`src/rtl/uart_tx_ctrl.sv`:
```
`default_nettype none
// ============================================================================
// Module      : uart_tx_ctrl
// Description : Frame controller for a UART transmitter. Accepts a parallel
//               word on a valid/busy handshake, computes its parity, and
//               sequences start, data (LSB first), optional parity and one or
//               two stop bits, one bit per clock. Drives the serializer shift
//               enable and the line-select / line value for TX_OUT.
//
// Ports       : CLK        - system clock, one UART bit time per cycle
//               RST        - asynchronous reset, active-high
//               P_DATA     - parallel word, sampled on accept
//               Data_Valid - upstream word valid
//               PAR_EN     - 1 = insert parity bit (sampled on accept)
//               PAR_TYP    - 0 = even, 1 = odd (sampled on accept)
//               STOP2      - 1 = two stop bits (sampled on accept)
//               Ser_data   - current LSB presented by the serializer
//               Ser_EN     - serializer shift enable (DATA state only)
//               Busy       - frame in progress
//               TX_OUT     - UART line
//               Mux_sel    - line select: 00 start, 01 stop/idle,
//                            10 data, 11 parity
//
// Revision    : 1.0 - initial release
// ============================================================================
module uart_tx_ctrl #(
    parameter int DATA_WIDTH = 8,
    parameter int CNT_WIDTH  = 3
) (
    input  logic                  CLK,
    input  logic                  RST,
    input  logic [DATA_WIDTH-1:0] P_DATA,
    input  logic                  Data_Valid,
    input  logic                  PAR_EN,
    input  logic                  PAR_TYP,
    input  logic                  STOP2,
    input  logic                  Ser_data,
    output logic                  Ser_EN,
    output logic                  Busy,
    output logic                  TX_OUT,
    output logic [1:0]            Mux_sel
);

    // ------------------------------------------------------------------------
    // State encoding
    // ------------------------------------------------------------------------
    localparam logic [2:0] c_ST_IDLE   = 3'd0;
    localparam logic [2:0] c_ST_START  = 3'd1;
    localparam logic [2:0] c_ST_DATA   = 3'd2;
    localparam logic [2:0] c_ST_PARITY = 3'd3;
    localparam logic [2:0] c_ST_STOP1  = 3'd4;
    localparam logic [2:0] c_ST_STOP2  = 3'd5;

    // Line-select encoding
    localparam logic [1:0] c_SEL_START  = 2'b00;
    localparam logic [1:0] c_SEL_STOP   = 2'b01;
    localparam logic [1:0] c_SEL_DATA   = 2'b10;
    localparam logic [1:0] c_SEL_PARITY = 2'b11;

    // Counter value on the last data bit of a frame
    localparam logic [CNT_WIDTH-1:0] c_LAST_BIT = CNT_WIDTH'(DATA_WIDTH - 1);

    // ------------------------------------------------------------------------
    // Registers
    // ------------------------------------------------------------------------
    logic [2:0]           r_state;
    logic [CNT_WIDTH-1:0] r_bit_cnt;
    logic                 r_par_en;
    logic                 r_stop2;
    // Holds the transmitted parity bit; the even/odd choice is folded in at
    // accept time, so the parity type needs no separate storage afterwards.
    logic                 r_parity;

    // ------------------------------------------------------------------------
    // Combinational next-state signals
    // ------------------------------------------------------------------------
    logic [2:0]           w_state_nxt;
    logic [CNT_WIDTH-1:0] w_cnt_nxt;
    logic                 w_accept;

    assign w_accept = (r_state == c_ST_IDLE) && Data_Valid;

    // ------------------------------------------------------------------------
    // State, counter and frame configuration registers
    // ------------------------------------------------------------------------
    always_ff @(posedge CLK or posedge RST) begin
        if (RST) begin
            r_state   <= c_ST_IDLE;
            r_bit_cnt <= '0;
            r_par_en  <= 1'b0;
            r_stop2   <= 1'b0;
            r_parity  <= 1'b0;
        end else begin
            r_state   <= w_state_nxt;
            r_bit_cnt <= w_cnt_nxt;
            // Configuration is captured only on accept so that changes on
            // the inputs while a frame is in flight cannot disturb it.
            if (w_accept) begin
                r_par_en <= PAR_EN;
                r_stop2  <= STOP2;
                r_parity <= (^P_DATA) ^ PAR_TYP;
            end
        end
    end

    // ------------------------------------------------------------------------
    // Next-state logic
    // ------------------------------------------------------------------------
    always_comb begin
        w_state_nxt = r_state;
        w_cnt_nxt   = r_bit_cnt;
        case (r_state)
            c_ST_IDLE: begin
                if (Data_Valid) begin
                    w_state_nxt = c_ST_START;
                end
            end
            c_ST_START: begin
                w_state_nxt = c_ST_DATA;
                w_cnt_nxt   = '0;
            end
            c_ST_DATA: begin
                if (r_bit_cnt == c_LAST_BIT) begin
                    w_cnt_nxt   = '0;
                    w_state_nxt = r_par_en ? c_ST_PARITY : c_ST_STOP1;
                end else begin
                    w_cnt_nxt   = r_bit_cnt + CNT_WIDTH'(1);
                end
            end
            c_ST_PARITY: begin
                w_state_nxt = c_ST_STOP1;
            end
            c_ST_STOP1: begin
                w_state_nxt = r_stop2 ? c_ST_STOP2 : c_ST_IDLE;
            end
            c_ST_STOP2: begin
                w_state_nxt = c_ST_IDLE;
            end
            default: begin
                // Unused encodings recover to IDLE
                w_state_nxt = c_ST_IDLE;
                w_cnt_nxt   = '0;
            end
        endcase
    end

    // ------------------------------------------------------------------------
    // Output decode (registered state only, plus the serializer LSB in DATA)
    // ------------------------------------------------------------------------
    always_comb begin
        Busy    = 1'b1;
        Ser_EN  = 1'b0;
        Mux_sel = c_SEL_STOP;
        TX_OUT  = 1'b1;
        case (r_state)
            c_ST_IDLE: begin
                Busy = 1'b0;
            end
            c_ST_START: begin
                Mux_sel = c_SEL_START;
                TX_OUT  = 1'b0;
            end
            c_ST_DATA: begin
                Mux_sel = c_SEL_DATA;
                TX_OUT  = Ser_data;
                Ser_EN  = 1'b1;
            end
            c_ST_PARITY: begin
                Mux_sel = c_SEL_PARITY;
                TX_OUT  = r_parity;
            end
            c_ST_STOP1, c_ST_STOP2: begin
                Mux_sel = c_SEL_STOP;
                TX_OUT  = 1'b1;
            end
            default: begin
                // Unused encodings look idle on the line for their one cycle
                Busy = 1'b0;
            end
        endcase
    end

endmodule
`default_nettype wire

```
`config.mk`:
```
export PLATFORM = sky130hd
export DESIGN_NAME = uart_tx_ctrl
export DESIGN_NICKNAME = d
export VERILOG_FILES = /design/src/rtl/uart_tx_ctrl.sv
export SDC_FILE = /design/constraint.sdc
export NUM_CORES = 1
export LEC_CHECK = 0
export CORE_MARGIN = 2
export CORE_UTILIZATION = 44
export CTS_CLUSTER_DIAMETER = 100
export CTS_CLUSTER_SIZE = 8
export DETAILED_ROUTE_END_ITERATION = 10
export PLACE_DENSITY = 0.81
export SLEW_MARGIN = 0
export SYNTH_ARGS = -nofsm -noshare
export SYNTH_HDL_FRONTEND = slang
export SYNTH_SLANG_ARGS = --single-unit
export TNS_END_PERCENT = 50
```
`constraint.sdc`:
```
create_clock -name CLK -period 1.43 [get_ports CLK]
set_input_delay 0.3575 -clock CLK [delete_from_list [all_inputs] [get_ports CLK]]
set_output_delay 0.3575 -clock CLK [all_outputs]
set_load 0.03 [all_outputs]
```
* Word-level counts from Yosys, hierarchy flattened
Index checks and enable logic that the tools add are counted.
** Storage, ports and cells
- Bits in registers :: 9
- Bits in latches :: 0
- RAM bits :: 0
- Memory bits (read-only) :: 0
- Output and inout bits :: 5
- Logic and storage cells :: 32
- Memories kept :: 0
** Operators by class
- Add/sub/neg operators :: 1
- Multipliers :: 0
- Divide/modulo/power cells :: 0
- Magnitude comparators :: 0
- Equality and inequality tests :: 8
- Shift-type cells :: 0
- Multiplexer cells :: 11
- Bitwise logic cells :: 1
- Reductions and logical operators :: 6
** Operator list (number)
- 3-bit two-way mux :: 5
- 3-bit case mux with 5 select lines :: 1
- 3-bit == test, second input constant :: 3
- 8-bit XOR reduction :: 1
- 3-bit by 2-bit == test with 1-bit output, second input constant :: 2
- 2-bit case mux with 3 select lines :: 1
- 3-bit case mux with 2 select lines :: 1
- 5-bit OR reduction :: 1
- 2-bit inequality test, second input constant :: 2
- 4-bit OR reduction :: 1
- 3-bit by 1-bit adder with 3-bit output, second input constant :: 1
- 3-bit by 1-bit == test with 1-bit output, second input constant :: 1
- 3-bit logical NOT :: 1
- 1-bit case mux with 3 select lines :: 1
- 1-bit two-way mux :: 2
- 2-bit AND reduction :: 1
- 1-bit logical AND :: 1
- 1-bit bitwise XOR :: 1

* Longest topological paths before layout
Gate-level depths: netlist (run 1).
- Depth after elaboration :: 3
- Gate-level depth with buffers :: 6
- Depth with buffers taken out :: 6

* Worst setup path after synthesis (run 1)
Ideal clock, no wire load.
- Path type :: reg2out
- Start point :: reg r_state[0]
- End point :: out Busy
- Data arrival time :: 1.178 ns
- Data required time :: 1.072 ns
- Slack :: -0.106 ns
- Cell stages (with the launch flop) :: 4
- Cells stage by stage :: dfrtp_1 buf_2 nor3_1 a21oi_1
** Between the ends
- Longest elaborated chain between the ends :: 3
** RTL lines
- from (decl) :: RTL line 66 : logic [2:0] r_state;
- from (signal assigned) :: RTL line 88 : r_state <= c_ST_IDLE;
- from (signal assigned) :: RTL line 94 : r_state <= w_state_nxt;
- 3-bit by 2-bit == test with 1-bit output, or another cell as far along :: RTL line 155 : case (r_state)
- 5-bit OR reduction (no line) (*)
- 1-bit two-way mux (*) :: RTL line 155
- to (decl) :: RTL line 39 : output logic Busy,
Every way passes the cells marked *; elsewhere a longest branch is shown, timed or not.

* Final worst setup path (run 1)
- Start point :: reg r_state[0]
- End point :: out Mux_sel[0]
** Between the ends
- Longest elaborated chain between the ends :: 2
** RTL lines
- 3-bit by 2-bit == test with 1-bit output / 3-bit by 1-bit == test with 1-bit output (equally long branches) :: RTL line 155
- 2-bit case mux with 3 select lines (*) :: RTL line 155
- to (decl) :: RTL line 41 : output logic [1:0] Mux_sel
Marks and branches as above.

==> results.md, run 1 <==
- Final hold slack: 0.359 ns
- Post-Route WL: 1.61 mm
- DRC: 0
- PwrDens: 2360 nW/um2
- Port Buffer Count: 19
- Fin crit share: 109%
- Top Ports: 20
- Critical Path Source Type: flop
- # nets final: 118
- DRT iter0 DRCs: 5
- Fillcell total: 90
- Dominant cells by area after synthesis: dfrtp_1 36%, xnor2_2 5.2%, nand2_1 4.8%
- Vias per Instance: between 5 and 6
- Yosys reg bits: 9
- Failing checks: setup timing
- Setup Skew: 0.00200 ns
- Seq/Total Area, Yosys: a little over a third
- Post-synth EDFFs: 0
- Die area: 1730 um2
- Initial Utilization: a little under half
- Worst vdd ir: about 1.2 mV
- Most common cell in the netlist: dfrtp_1
- Highest clock rate: 644 MHz
- Yosys top cell area share: between 30% and 40%
- Die height: 41.6 um
- Total grt overflow: 0
- Clk sinks: 9
- Worst EP arrival: 1.19 ns
- Largest net degree at the start of global routing: 10
- Yosys top cell by area: dfrtp_1
- Core Area: 1320 um2
- Row count: 13
- RSZ-0062 raised after global routing: yes
- Final hold vios: 0
- Critical-path maximum fanout: 5
- Lkg Pwr: 0.472 nW
- Area growth, synth to finish: 63.8%
- Critical path type: flop to output pin
- Pre-antenna DRT Iters: 4
- Crit. End Element: output pin
- Routed vias: 588
- Detailed-route wire length per cell: 14.0 um
- Share of layout cells above drive strength 1: 42.0%
- Vias in the first global route: 606
- Multi-input logic area: 415 um2
- Worst Max-Slew Pin Slew: ~0.35 ns
- Netlist cell types: 24
- ANT cells: 0
- Slew HR: 76.6%
- Post-layout min period: between 1.5 and 2 ns
- H-tree Lvls: 1
- Seq. cell area: 229 um2
- Yosys warning total: 0
- Syn_nets: 83
- Cells after Synth: 66
- Global-route wire length before repair: 2.67 mm
- CTS Buf Count: 3
- Critical Path RT: ~1.1 ns
- Top cells by count, synth: 9 x dfrtp_1, 8 x nand2_1, 5 x a21oi_1, 5 x inv_1, 5 x o21ai_1
- Top_reg_cell synth: dfrtp_1
- CTS tree: done
- Initial antenna violation count: 0
- Number of routed nets with antenna violations: 0
- Design Power: around 2.4 mW
- Post-Syn Area: approximately 620 um2
- Clk root buf: clkbuf_4
- GP Congestion: approximately 0.73
- GRT Util Overall: 20.8%
- Clk pin slew, worst setup/hold paths: 0.06 ns
- Skew-Pair Late Insertion Delay: 0.25 ns
- Worst hold path class: input pin to async pin
- Status: complete, but fails checks
- Max Cap Viol: 0
- Final Max Slew Viols: 0
- Synth async-reset ratio: 100%
- Average cell area after synthesis: 9.42 um2
- Fin worst setup slack: -0.122 ns
- Clock buffer depth: 2
- Finish-stage setup viols: 8
- Die Span X: around 42 um
- DP Wirelength: 1.16 mm
- Setup TNS: -0.478 ns
==> routing by layer <==
layer  vias up  wire length, um  track usage [%]
met4         0               38             9.68
met2        16              940             37.2
li1        292                -                -
met1       274              586             23.2
met5         -                0                0
met3         6               48             4.35
==> cells by family after synthesis <==
logic type	synth area share, %
xor gates and xnor gates	14.5
DFF	36.2
adders and majority gates	4.02
AOI/OAI and AO/OA	14.7
buffers and inverters	6.04
and+or+nand+nor	15.3
muxes	9.25
==> where the power goes <==
| part | switching [mW] | internal [mW] | leakage [nW] |
|---|---|---|---|
| Combinational | 0.833 | 0.831 | 0.348 |
| Sequential | 0.166 | 0.390 | 0.110 |
| Clock | 0.0744 | 0.107 | 0.0150 |
| Total | 1.07 | 1.33 | 0.472 |
==> stage by stage <==
stage          utilization (%)  setup slack (ns)  std cells  instance area [um2]
6_report                  77.3            -0.122        115                 1020
5_1_grt                   77.3            -0.176        115                 1020
4_1_cts                   74.0           -0.0835        114                  975
3_5_place_dp              65.2            -0.463        104                  860
3_3_place_gp              65.2            -0.430        104                  860
2_1_floorplan                -           -0.0708         66                  626
==> final cells by class <==
cell class / instances / share of cell area (%)
clock buffer: 4 / 2.58
inverter: 6 / 2.21
multi-input combinational: 48 / 40.8
sequential: 9 / 22.5
tap: 15 / 1.84
timing repair buffer: 33 / 30.1
==> sequential cells by signal, indices dropped and copies added (netlist names) <==
| signal | cells |
|---|---|
| r_bit_cnt | 3 |
| r_parity | 1 |
| r_par_en | 1 |
| r_state | 3 |
| r_stop2 | 1 |
==> what timing repair did <==
item / CTS / global route
hold buffers: 0 / 0
endpoints found under the setup margin: 6 / 9
buffers inserted: 6 / 1
gates resized for setup: 24 / 8
pin swaps: 7 / 0
==> cells in the final DEF, fill, tap and decap left out, drive strengths merged, types with 2 or more instances in the layout <==
master,netlist,layout
dlygate4sd2,0,5
nor2,4,4
nor3,4,4
o21ai,7,7
buf,3,19
nand2,8,8
a21oi,5,5
ha,2,2
mux2,3,3
dfrtp,9,9
clkbuf,0,4
xnor2,5,5
clkdlybuf4s50,0,8
inv,6,6
mux2i,2,2
==> critical path, cell delays in order (launching register included) <==
cell and delay, ns:
dfrtp_2 0.45, buf_4 0.16, nand2_2 0.06, a21o_1 0.15, buf_6 0.14
==> worst paths after layout <==
kind | start | endpoint | slack (ns) | cells past startpoint
worst min-delay path | RST | r_parity | 0.36 | 2
worst max-delay path | r_state[0] | Mux_sel[0] | -0.12 | 4
worst max register to register | r_state[0] | r_par_en | -0.04 | 3
min in group CLK | r_parity | r_parity | 0.53 | 1
max in group asynchronous | RST | r_state[0] | 0.81 | 2
worst min register to register | r_parity | r_parity | 0.53 | 1
(Power assumes the default switching activity.)
==> run 2, diff against run 1 <==
Settings changed: ABC_AREA set to 1, CORE_UTILIZATION 44 to 43, PLACE_DENSITY 0.81 to 0.8.
==> run 2 against run 1 <==
The run still ends with setup timing left. Sequential share of layout area is 0.87 points lower. Synthesized cell count up 27%. Clock power is 3% higher. Via count grew 20%. Utilization grew 1.8 points. Routed wire length increased by 7.2%. Fmax decreased by 7.2%. Combinational power fell by 9.6%. Highest routed layer unchanged.
==> results.md, run 2 <==
- Status: complete, but fails checks
- Failing checks: setup timing
- DP Wirelength: 1.14 mm (-1.5%)
- Share of layout cells above drive strength 1: 36.0% (-6.0 points)
- Area growth, synth to finish: 70.7%
- Initial antenna violation count: 0 (unchanged)
- Fin worst setup slack: -0.243 ns (-0.121 ns)
- Number of routed nets with antenna violations: 0 (unchanged)
- DRT iter0 DRCs: 7 (+2)
- Most frequent cells in the layout: 22 x nand2_1, 17 x buf_4, 14 x clkdlybuf4s50_1
- Worst hold path class: input pin to async pin
- Seq/Total Area, Yosys: 36.9% (+0.67 points)
- Clock power share: 8.8% (+1.3 points)
- Netlist cell types: 19 (-21%)
- Skew-Pair Late Insertion Delay: 0.25 ns (about the same)
- Sequential share of power: 19.9% (-3.3 points)
- Fillcell total: 90 (unchanged)
- Synth async-reset ratio: 100% (unchanged)
- Slowest library cell on the worst path: clkdlybuf4s50_1
- Worst EP arrival: 1.32 ns (+0.13 ns)
- Syn_nets: 101 (+22%)
- Family with the most delay on the worst path: buffers and inverters
- Fin crit share: 117% (+8.5 points)
- Yosys reg bits: 9 (unchanged)
- Clk root buf: clkbuf_4
- Yosys top cell area share: 36.9% (+0.67 points)
- Die area: 1740 um2 (+0.41%)
- Post-layout min period: 1.67 ns (+0.121 ns)
- Top_reg_cell synth: dfrtp_1
- Critical path type: input pin to output pin
- Worst Max-Slew Pin Slew: 0.329 ns (-0.0212 ns)
- Sw Share: 44.5% (-0.19 points)
- Crit path from: Ser_data
- Max Cap Viol: 0 (unchanged)
- Highest clock rate: 598 MHz (-7.2%)
- Yosys top cell by area: dfrtp_1
- # nets final: 143 (+21%)
- ANT cells: 0 (unchanged)
- Row count: 13 (unchanged)
- Die height: 41.7 um (+0.20%)
- Lkg Pwr: 0.549 nW (+16%)
- Combinational Power Share: 71.3% (+2.0 points)
- Crit. End Element: output pin
- Worst path buffer plus inverter count: 2 (unchanged)
- Clk sinks: 9 (unchanged)
- Port Buffer Count: 19 (unchanged)
- Initial Utilization: 46.3% (-0.85 points)
- Detailed-route wire length per cell: 12.4 um (-12%)
- Slew HR: 78.1% (+1.5 points)
- Worst reg-to-reg path cell count: 8 (+5)
- Critical Path RT: 1.07 ns (about the same)
- Final hold vios: 0 (unchanged)
- Die Span X: 41.7 um (+0.20%)
- Final Max Slew Viols: 0 (unchanged)
- Worst reg2reg setup slack: -0.15 ns (-0.11 ns)
- Pre-CTS setup slack: -0.594 ns (-0.130 ns)
- Setup Skew: 0.00104 ns (-0.000957 ns)
- Yosys warning total: 0 (unchanged)
- CTS tree: done
- Critical-path maximum fanout: 1 (-4)
- Vias per Instance: 5.03 (-1.7%)
- Core Area: 1320 um2 (unchanged)
- Pre-antenna DRT Iters: 4 (unchanged)
- Most common cell after layout, fill and taps aside: nand2_1
- Regs by FF count: r_bit_cnt: 3 flops, r_state: 3 flops
- Top Ports: 20 (unchanged)
- Critical Path Source Type: input pin
- Post-synth EDFFs: 0 (unchanged)
- Dominant cells by area after synthesis: dfrtp_1 37%, nand2_1 15%, inv_1 8.0%
- Vias in the first global route: 693 (+14%)
- Finish-stage setup viols: 11 (+3)
- Largest net degree at the start of global routing: 10 (unchanged)
- PwrDens: 2020 nW/um2 (-14%)
- GRT Util Overall: 20.8% (+0.050 points)
- Cells after Synth: 84 (+27%)
- Crit Reg-Reg Endpoint: r_state[0]
- Total grt overflow: 0 (unchanged)
- Clock buffer depth: 2 (unchanged)
- Global-route wire length before repair: 2.74 mm (+2.6%)
- Post-Route WL: 1.73 mm (+7.2%)
- Routed vias: 704 (+20%)
- Post-Syn Area: 611 um2 (-1.8%)
- Average cell area after synthesis: 7.27 um2 (-23%)
- H-tree Lvls: 1 (unchanged)
- Critical path destination: TX_OUT
- RSZ-0062 raised after global routing: yes
- GP Congestion: 0.842 (+15%)
- Worst vdd ir: 0.819 mV (-29%)
- Cell internal pwr: 1.17 mW (-12%)
- Most common cell in the netlist: nand2_1
- Worst-path cell chain: clkdlybuf4s50_1, o31ai_2, nand2_1, buf_4
- Top cells by count, synth: 24 x nand2_1, 13 x inv_1, 9 x dfrtp_1, 9 x nor2_1, 6 x nand3_1
- DRC: 0 (unchanged)
- R2R Path Start: r_state[2]
- Setup TNS: -1.60 ns (-1.12 ns)
- Critical path depth: 4 (unchanged)
- CTS Buf Count: 3 (unchanged)
- Clk pin slew, worst setup/hold paths: 0.06 ns (about the same)
- Max stage delay on crit path: 0.42 ns (-0.03 ns)
- P_sw: 0.937 mW (-13%)
[run 2: worst min-delay path by stage]
stage	from	endpoint	depth (start not counted)
floorplan	RST	r_bit_cnt[0]	1
global placement	r_stop2	r_stop2	2
detailed placement	r_stop2	r_stop2	2
CTS	RST	r_bit_cnt[2]	2
global route	RST	r_stop2	2
finish	RST	r_bit_cnt[2]	2
[run 2: layer usage]
layer | global-route usage [%] | share of wire [%] | vias to the layer above
met5 | 0 | 0 | -
met4 | 9.68 | 1.1 | 0
met3 | 3.04 | 3.5 | 2
met2 | 41.9 | 59 | 22
met1 | 20.1 | 37 | 332
li1 | - | - | 348
[run 2: power groups by stage]
stage | clock (mW) | sequential, mW | combinational [mW]
6_report | 0.186 | 0.418 | 1.50
5_1_grt | 0.207 | 0.428 | 1.60
4_1_cts | 0.191 | 0.415 | 1.36
3_5_place_dp | 0 | 0.418 | 1.15
3_3_place_gp | 0 | 0.416 | 1.12
2_1_floorplan | 0 | 0.418 | 0.688
[run 2: what timing repair did]
| action | CTS | global route |
|---|---|---|
| setup endpoints to repair | 7 | 11 |
| pin swaps | 1 | 3 |
| hold buffers | 0 | 0 |
| setup buffers | 5 | 3 |
| resized for setup | 17 | 5 |
[run 2: worst reg2reg max path: stages (launching register included)]
cell and delay, ns:
dfrtp_1 0.41, buf_6 0.14, nor2_4 0.15, nand2_4 0.08, buf_4 0.14, buf_6 0.11
or2_4 0.27, o21ai_4 0.09, a31oi_1 0.06
[run 2: cells by family after synthesis]
| group | share of synthesized area (%) |
|---|---|
| adder cells (fa/ha/maj) | 4.10 |
| flip-flops | 36.9 |
| XOR/XNOR | 5.74 |
| AND/OR/NAND/NOR | 32.2 |
| buffers and inverters | 9.22 |
| AO/OA/AOI/OAI | 11.9 |
[run 2: per-stage QoR]
| stage | utilization [%] | std cells | power [mW] | hold WS (ns) | area [um2] |
|---|---|---|---|---|---|
| 3_5_place_dp | 68.6 | 129 | 1.57 | 0.477 | 903 |
| 3_3_place_gp | 68.6 | 129 | 1.54 | 0.465 | 903 |
| 2_1_floorplan | - | 84 | 1.11 | 0.185 | 622 |
| 5_1_grt | 79.1 | 140 | 2.23 | 0.395 | 1040 |
| 6_report | 79.1 | 140 | 2.10 | 0.358 | 1040 |
| 4_1_cts | 76.4 | 138 | 1.97 | 0.364 | 1010 |
[run 2: cell type report]
type | instances | area, um2 | share of cell area (%)
clock buffers | 4 | 26.3 | 2.52
inverters | 15 | 60.1 | 5.76
multi-input cells | 60 | 377 | 36.1
flip-flops and latches | 9 | 225 | 21.6
well taps | 15 | 18.8 | 1.80
repair buffers | 37 | 335 | 32.2
==> run 3, diff against run 2 <==
Settings changed: CORE_MARGIN 2 to not set.
==> run 3 against run 2 <==
The flow still finishes with violations (setup timing). Clock power is 4% higher. Final cell count unchanged. Non-clock buffer count unchanged. Worst hold slack got worse by 0.0028 ns. Die area decreased by 9.4%. Critical path depth up 2. Critical endpoint is now Busy. First-iteration DRC count is 100% higher. Total power increased by 2.6%. Fmax down 1.7%.
==> results.md, run 3 (synthesized netlist as in run 2, its figures left out) <==
- Status: complete, but fails checks
- Failing checks: setup timing
- Multi-input logic area: 382 um2 (+1.3%)
- Row count: 13 (unchanged)
- Critical Path Source Type: flop
- Core Area: 1320 um2 (unchanged)
- Largest net degree at the start of global routing: 10 (unchanged)
- Die height: 39.7 um (-4.8%)
- R2R Path Start: r_state[2]
- Critical Path RT: 1.07 ns (about the same)
- Critical-path maximum fanout: 4 (+3)
- Regs by FF count: r_bit_cnt: 3 flops, r_state: 3 flops
- GRT Util Overall: 22.6% (+1.8 points)
- Initial antenna violation count: 0 (unchanged)
- Fillcell total: 88 (-2.2%)
- Post-Layout Cell Count: 140 (unchanged)
- Port Buffer Count: 19 (unchanged)
- Clk root buf: clkbuf_4
- # nets final: 143 (unchanged)
- Finish-stage setup viols: 8 (-3)
- Post-Route WL: 1.72 mm (-0.75%)
- Top Ports: 20 (unchanged)
- Total grt overflow: 0 (unchanged)
- CTS tree: done
- Most common cell after layout, fill and taps aside: nand2_1
- Max Cap Viol: 0 (unchanged)
- Vias per Instance: 5.05 (+0.43%)
- Crit. End Element: output pin
- ANT cells: 0 (unchanged)
- Slew HR: 78.3% (+0.21 points)
- Skew-Pair Late Insertion Delay: 0.26 ns (about the same)
- Share of layout cells above drive strength 1: 34.4% (-1.6 points)
- Clk sinks: 9 (unchanged)
- Lkg Pwr: 0.550 nW (+0.26%)
- Final Max Slew Viols: 0 (unchanged)
- RSZ-0062 raised after global routing: yes
- H-tree Lvls: 1 (unchanged)
- Placed Instance Area: 903 um2 (unchanged)
- Seq. cell area: 226 um2 (+0.56%)
- Final instance area: 1060 um2 (+1.7%)
- Worst hold path class: input pin to async pin
- Vias in the first global route: 637 (-8.1%)
- Clk pin slew, worst setup/hold paths: 0.06 ns (about the same)
- DP Wirelength: 1.10 mm (-3.8%)
- Pre-antenna DRT Iters: 4 (unchanged)
- Post-layout min period: 1.70 ns (+0.0287 ns)
- Area growth, synth to finish: 73.6%
- Critical path type: flop to output pin
- Global-route wire length before repair: 2.27 mm (-17%)
- Die area: 1570 um2 (-9.4%)
- DRT iter0 DRCs: 14 (+7)
- Fin worst setup slack: -0.272 ns (-0.0287 ns)
- Placed Cells: 129 (unchanged)
- CTS Hold Bufs: 0 (unchanged)
- Die Span X: 39.7 um (-4.8%)
- Crit path from: r_state[2]
- Worst EP arrival: 1.34 ns (+0.02 ns)
- Highest clock rate: 588 MHz (-1.7%)
- Initial Utilization: 46.3% (unchanged)
- Most frequent cells in the layout: 24 x nand2_1, 14 x clkdlybuf4s50_1, 14 x buf_4
- DRC: 0 (unchanged)
- PwrDens: 2040 nW/um2 (+0.95%)
- Number of routed nets with antenna violations: 0 (unchanged)
- Worst vdd ir: 0.823 mV (+0.59%)
- Routed vias: 707 (+0.43%)
- Setup TNS: -1.18 ns (+0.422 ns)
- Clock buffer depth: 2 (unchanged)
- GP Congestion: 0.697 (-17%)
- Final hold vios: 0 (unchanged)
- Fin crit share: 119% (+2.0 points)
- Pre-CTS setup slack: -0.582 ns (+0.0113 ns)
- Worst Max-Slew Pin Slew: 0.326 ns (-0.00309 ns)
- CTS Buf Count: 3 (unchanged)
- Detailed-route wire length per cell: 12.3 um (-0.75%)
- Design Power: 2.16 mW (+2.6%)
- Setup Skew: 0.00195 ns (+0.000907 ns)
run 3: cell counts in the layout (fill, tap and decap cells not counted):
No cell type changed its count.
run 3: stage by stage:
step | hold WS, ns | util (%)
after global routing | 0.407 | 80.4
after global placement | 0.469 | 68.6
after detailed placement | 0.473 | 68.6
after CTS | 0.354 | 76.0
after floorplan | 0.185 | -
final | 0.355 | 80.4
run 3: what timing repair did:
item	CTS	global route
resized for setup	15	10
setup buffers	5	3
gates cloned	0	0
pin swaps	2	5
endpoints found under the setup margin	8	11
run 3: layout make-up:
cell class                      count  area share [%]
Clock buffer                        4            2.48
Tap cell                           15            1.77
Timing Repair Buffer               37            32.7
Sequential cell                     9            21.4
Inverter                           15            5.67
Multi-Input combinational cell     60            36.0
run 3: final timing paths:
check / endpoint / slack [ns] / cells past startpoint
worst max-delay path: Busy / -0.27 / 6
worst min-delay path: r_state[1] / 0.36 / 2
worst max register to register: r_state[0] / -0.04 / 7
worst min register to register: r_bit_cnt[0] / 0.48 / 1
max in group asynchronous: r_state[2] / 0.81 / 2
min in group CLK: r_bit_cnt[0] / 0.48 / 1
run 3: power by group:
| group | leakage (nW) | switching, mW | internal, mW | total (mW) |
|---|---|---|---|---|
| Sequential | 0.114 | 0.0743 | 0.358 | 0.432 |
| Clock | 0.0150 | 0.0856 | 0.107 | 0.193 |
| Combinational | 0.421 | 0.802 | 0.733 | 1.54 |
| Total | 0.550 | 0.962 | 1.20 | 2.16 |
run 3: layer usage:
metal	part of all wire (%)	global-route usage, %	routed length (um)	vias to the layer above
li1	-	-	-	347
met1	36	16.1	618	317
met2	56	50.4	958	35
met3	4.7	3.41	80	8
met4	3.5	12.9	60	0
met5	0	0	0	-
run 3: critical path, stage by stage (launching register included):
cell     delay [ns]
dfrtp_2        0.45
buf_6          0.14
nor2_4         0.13
buf_4          0.13
nor2_1         0.04
nand2_1        0.08
buf_6          0.13
